$ cat config.mk
export PLATFORM = sky130hd
export DESIGN_NAME = alu_result_uart_tx
export DESIGN_NICKNAME = d
export VERILOG_FILES = /design/src/rtl/alu_result_uart_tx.sv
export SDC_FILE = /design/constraint.sdc
export NUM_CORES = 1
export LEC_CHECK = 0
export ABC_AREA = 0
export BUFFER_PORTS_ARGS = -buffer_cell sky130_fd_sc_hd__buf_2
export CAP_MARGIN = 20
export CELL_PAD_IN_SITES_DETAIL_PLACEMENT = 1
export CELL_PAD_IN_SITES_GLOBAL_PLACEMENT = 1
export CORE_MARGIN = 4
export CORE_UTILIZATION = 25
export CTS_CLUSTER_DIAMETER = 50
export DETAILED_ROUTE_END_ITERATION = 7
export GPL_ROUTABILITY_DRIVEN = 0
export GPL_TIMING_DRIVEN = 1
export PLACE_DENSITY_LB_ADDON = 0.1
export SLEW_MARGIN = 20
export SYNTH_ARGS = -nofsm -noshare
export SYNTH_HDL_FRONTEND = slang
export SYNTH_SLANG_ARGS = --single-unit
$ cat constraint.sdc
create_clock -name clk -period 6.7 [get_ports clk]
set_input_delay 1.34 -clock clk [delete_from_list [all_inputs] [get_ports clk]]
set_output_delay 1.34 -clock clk [all_outputs]
set_load 0.005 [all_outputs]
$ cat src/rtl/alu_result_uart_tx.sv
// alu_result_uart_tx: sends a latched 32-bit result + NZC as "XXXXXXXX NZC\r\n" over 8N1 UART; ports clk, rst, start, result[31:0], nzc[2:0] in; busy, done, tx out
module alu_result_uart_tx #(
  parameter int CLKS_PER_BIT = 868
) (
  input  logic        clk,
  input  logic        rst,
  input  logic        start,
  input  logic [31:0] result,
  input  logic [2:0]  nzc,
  output logic        busy,
  output logic        done,
  output logic        tx
);
  localparam int CW = $clog2(CLKS_PER_BIT);
  localparam logic [CW-1:0] LAST = CW'(CLKS_PER_BIT - 1);
  typedef enum logic [1:0] {IDLE, START, DATA, STOP} state_t;
  state_t state_q, state_d;
  logic [CW-1:0] cnt_q, cnt_d;
  logic [2:0] bit_q, bit_d;
  logic [3:0] idx_q, idx_d;
  logic [31:0] res_q, res_d;
  logic [2:0] nzc_q, nzc_d;
  logic tx_q, tx_d, busy_q, busy_d, done_q, done_d;
  logic [3:0] nib;
  logic [7:0] hex, ch;
  logic tick;
  always_comb begin
    nib = res_q[{~idx_q[2:0], 2'b00} +: 4];
    hex = nib < 4'd10 ? {4'h3, nib} : 8'h37 + {4'h0, nib};
    ch = idx_q < 4'd8  ? hex :
         idx_q == 4'd8  ? 8'h20 :
         idx_q == 4'd9  ? (nzc_q[2] ? 8'h4E : 8'h2D) :
         idx_q == 4'd10 ? (nzc_q[1] ? 8'h5A : 8'h2D) :
         idx_q == 4'd11 ? (nzc_q[0] ? 8'h43 : 8'h2D) :
         idx_q == 4'd12 ? 8'h0D : 8'h0A;
    tick = cnt_q == LAST;
  end
  always_comb begin
    state_d = state_q;
    cnt_d = cnt_q;
    bit_d = bit_q;
    idx_d = idx_q;
    res_d = res_q;
    nzc_d = nzc_q;
    tx_d = tx_q;
    busy_d = busy_q;
    done_d = 1'b0;
    if (state_q == IDLE) begin
      if (start) begin
        state_d = START;
        res_d = result;
        nzc_d = nzc;
        busy_d = 1'b1;
        tx_d = 1'b0;
        cnt_d = '0;
        idx_d = '0;
      end
    end else if (!tick) begin
      cnt_d = cnt_q + 1'b1;
    end else begin
      cnt_d = '0;
      case (state_q)
        START: begin
          state_d = DATA;
          bit_d = '0;
          tx_d = ch[0];
        end
        DATA: begin
          state_d = bit_q == 3'd7 ? STOP : DATA;
          bit_d = bit_q + 3'd1;
          tx_d = bit_q == 3'd7 ? 1'b1 : ch[bit_q + 3'd1];
        end
        default: begin
          if (idx_q == 4'd13) begin
            state_d = IDLE;
            idx_d = '0;
            busy_d = 1'b0;
            done_d = 1'b1;
          end else begin
            state_d = START;
            idx_d = idx_q + 4'd1;
            tx_d = 1'b0;
          end
        end
      endcase
    end
  end
  always_ff @(posedge clk) begin
    if (rst) begin
      state_q <= IDLE;
      cnt_q <= '0;
      bit_q <= '0;
      idx_q <= '0;
      res_q <= '0;
      nzc_q <= '0;
      tx_q <= 1'b1;
      busy_q <= 1'b0;
      done_q <= 1'b0;
    end else begin
      state_q <= state_d;
      cnt_q <= cnt_d;
      bit_q <= bit_d;
      idx_q <= idx_d;
      res_q <= res_d;
      nzc_q <= nzc_d;
      tx_q <= tx_d;
      busy_q <= busy_d;
      done_q <= done_d;
    end
  end
  assign busy = busy_q;
  assign done = done_q;
  assign tx = tx_q;
endmodule
==> results.md <==
* Yosys reg bits at 57
* Syn Nets at 404
* GR peak layer: met2
* Yosys cell types at 54
* Area grow syn2layout at 19.5%
* Final setup violation count at 0
* Critical path peak fanout at 21
* Antenna Cells at 0
* Max-capacitance violation count at 0
* Drt drc at 0
* Yosys warns at 0
* Met1 Track Usage GR at 17.9%
* VDD IR-drop max at 116 uV
* Cell taking the most area after synthesis: dfxtp_1
* Synth async-reset ratio at 0%
* Final Net Count at 434
* Max Fclk at 319 MHz
* Main synth FF type: dfxtp_1
* Initial drt markers at 113
* I/O Buffers at 40
* Chip Height at 117 um
* Most instantiated library cell after synthesis: nand2_1
* Multi-input combinational cell area at 1670 um^2
* Number of synthesized flops with an enable pin at 0
* DR pass1 iterations at 6
* Setup_tns at 0 ps
* Global-route wire length before repair at 14,000 um
* CP endpoint kind: flip-flop
* Worst Path Required at 6970 ps
* ANT nets after route at 0
* Share of cells above drive strength 1 at 18.5%
* Power per cell area at 314 nW/um^2
* Final Hold Vio Count at 0
* Critical path class: reg -> reg
* Final wirelength at 8510 um
* CP Cell Sequence: mux4_1 -> mux2i_4 -> ha_1 -> inv_1 -> nor4b_1 -> a211oi_1 -> a211o_1 -> o211ai_2
* Sequential fraction of the synthesis area at 38.6%
* Die ar. at 13,600 um^2
* Vias per cell at 4.96
* Via count at 2,666
* Global route total overflow at 0
* Clock Latency Late Sink at 340 ps
* Fillers at 1,395
* CTS tree: yes
* Final worst-path setup slack at 3570 ps
* Design area at 3530 um^2
* Syn Area/Cell at 8.24 um^2
* Initial Util at 25.7%
* Clk sink count at 57
* Ranking of synthesized cells by area: dfxtp_1 (39%), nand2_1 (11%), a21oi_1 (8.6%), mux4_2 (4.6%), ha_1 (3.0%)
* Synth top area share at 38.6%
* Antenna violations before repair at 0
* CTS resizes at 0
* Worst path arrival time at 3400 ps
* # Post-CTS Setup Buffers at 0
* Max-slew violations at 0
* Synthesized area at 2960 um^2
* M3 GR Usage at 4.01%
* Cell Rows at 39
* GR Util All Layers at 13.5%
* RSZ-0062 raised after global routing: no
* Final core utilization at 30.7%
* Register area at 1140 um^2
* Outcome: finished clean
* CP max stage cell: dfxtp_1
* I/O pins at 41
* Tcrit/Tclk final at 46.8%
* Worst Tran Pin Value at 893 ps
* Placed cell areas at 3250 um^2
* Clk buf depth at 2
* Leak at 1.37 nW
* Power, Total at 0.00111 W
* Core ar. at 11,500 um^2
* Root buffer cell: clkbuf_16
* Slowest Stage Delay on Critical Path at 900 ps
* CTS Buf Count at 9
* HP Class: reg -> reg
* Cells after Synth at 359
* Die X-Extent at 117 um
* Commonest cells in the netlist: nand2_1 (84), dfxtp_1 (57), a21oi_1 (51)
* H-Tree Depth at 3
* Post-detailed-route wirelength per cell at 15.8 um
* HPWL after detailed placement at 5810 um
* GR Util met2 at 20.5%
* CTS Hold Buffers Added at 0
* Clk pin slew, worst setup/hold paths at 50 ps
* Clock skew at 9.24 ps
* Final min period at 3130 ps
* Max-slew headroom at 40.4%
* Vias in the first global route at 2,716
* Pre-CTS WS at 3560 ps
* Largest net degree at the start of global routing at 56
* Crit start category: flip-flop
==> final cells by class <==
| cell class | count | share of cell area [%] |
|---|---|---|
| multi-input combinational | 268 | 47.2 |
| sequential | 57 | 32.3 |
| clock buffer | 11 | 7.15 |
| timing repair buffer | 43 | 6.37 |
| tap | 143 | 5.06 |
| inverter | 10 | 1.06 |
| clock inverter | 5 | 0.850 |
==> per-layer routing <==
metal / vias up / wire, um / part of all wire (%)
met4: 0 / 160 / 1.9
met2: 39 / 3900 / 46
met5: - / 0 / 0
li1: 1327 / - / -
met3: 11 / 323 / 3.8
met1: 1289 / 4120 / 48
==> critical path: cells and delay by family (launching register included) <==
family	cells	cell delay [ps]
compound gates	3	550
mux	2	980
buf+inv	1	60
fa+ha+maj	1	270
flops	1	900
simple gates	1	300
==> layout by cell type (no fill, tap or decap), types with 2 or more instances in the layout <==
master       n
mux2i_1      2
a311oi_1     4
clkinvlp_4   2
a2111oi_0    3
nand2b_1     5
a31oi_1      3
clkbuf_16    9
or3_1        2
nor3_1       2
o211ai_1     2
buf_4        4
a22oi_1      2
nand4_1      2
a221oi_1     2
nand3_1      8
clkbuf_8     2
nand2_1     84
o21ai_0     10
mux4_1       2
a21o_1       2
and2_1       2
mux4_2       6
xor2_1       3
clkinv_2     3
nor2_1      23
a211oi_1     2
buf_2       39
and3_1       8
nor2b_1      3
dfxtp_1     57
a211o_1      3
inv_1        9
mux2i_4      3
nor3b_1      4
ha_1         7
a21oi_1     51
==> stage by stage <==
stage	instances	hold slack [ps]
floorplan	359	432
global placement	521	443
detailed placement	521	446
CTS	537	453
finish	537	454
global route	537	471
==> logic make-up (layout without fill, tap and decap cells) <==
group,Yosys count,count (layout),share of synthesized area (%)
simple gates,148,148,22.3
buf+inv,34,69,4.99
mux,15,15,10.1
fa+ha+maj,7,7,2.96
compound gates,94,94,19.9
xor+xnor,4,4,1.18
flops,57,57,38.6
==> registers in the layout, summed over array words and instances (netlist names) <==
register,count
bit_q,3
busy,1
cnt_q,10
done,1
idx_q,4
nzc_q,3
res_q,32
state_q,2
tx,1
==> where the power goes <==
group	total (W)	switching, W	internal [W]
Sequential	0.000407	0.0000309	0.000376
Clock	0.000434	0.000166	0.000268
Combinational	0.000268	0.000164	0.000104
==> path summary, 6_finish.rpt <==
path                                               to  cells after the start             startpoint  slack (ps)
worst max-delay path                  tx$_SDFFE_PP1P_                      8  idx_q[1]$_SDFFE_PP0P_        3570
worst min-delay path            res_q[3]$_SDFFE_PP0P_                      2  res_q[3]$_SDFFE_PP0P_         450
worst max register to register        tx$_SDFFE_PP1P_                      8  idx_q[1]$_SDFFE_PP0P_        3570
worst min register to register  res_q[3]$_SDFFE_PP0P_                      2  res_q[3]$_SDFFE_PP0P_         450
(Power assumes the default switching activity.)
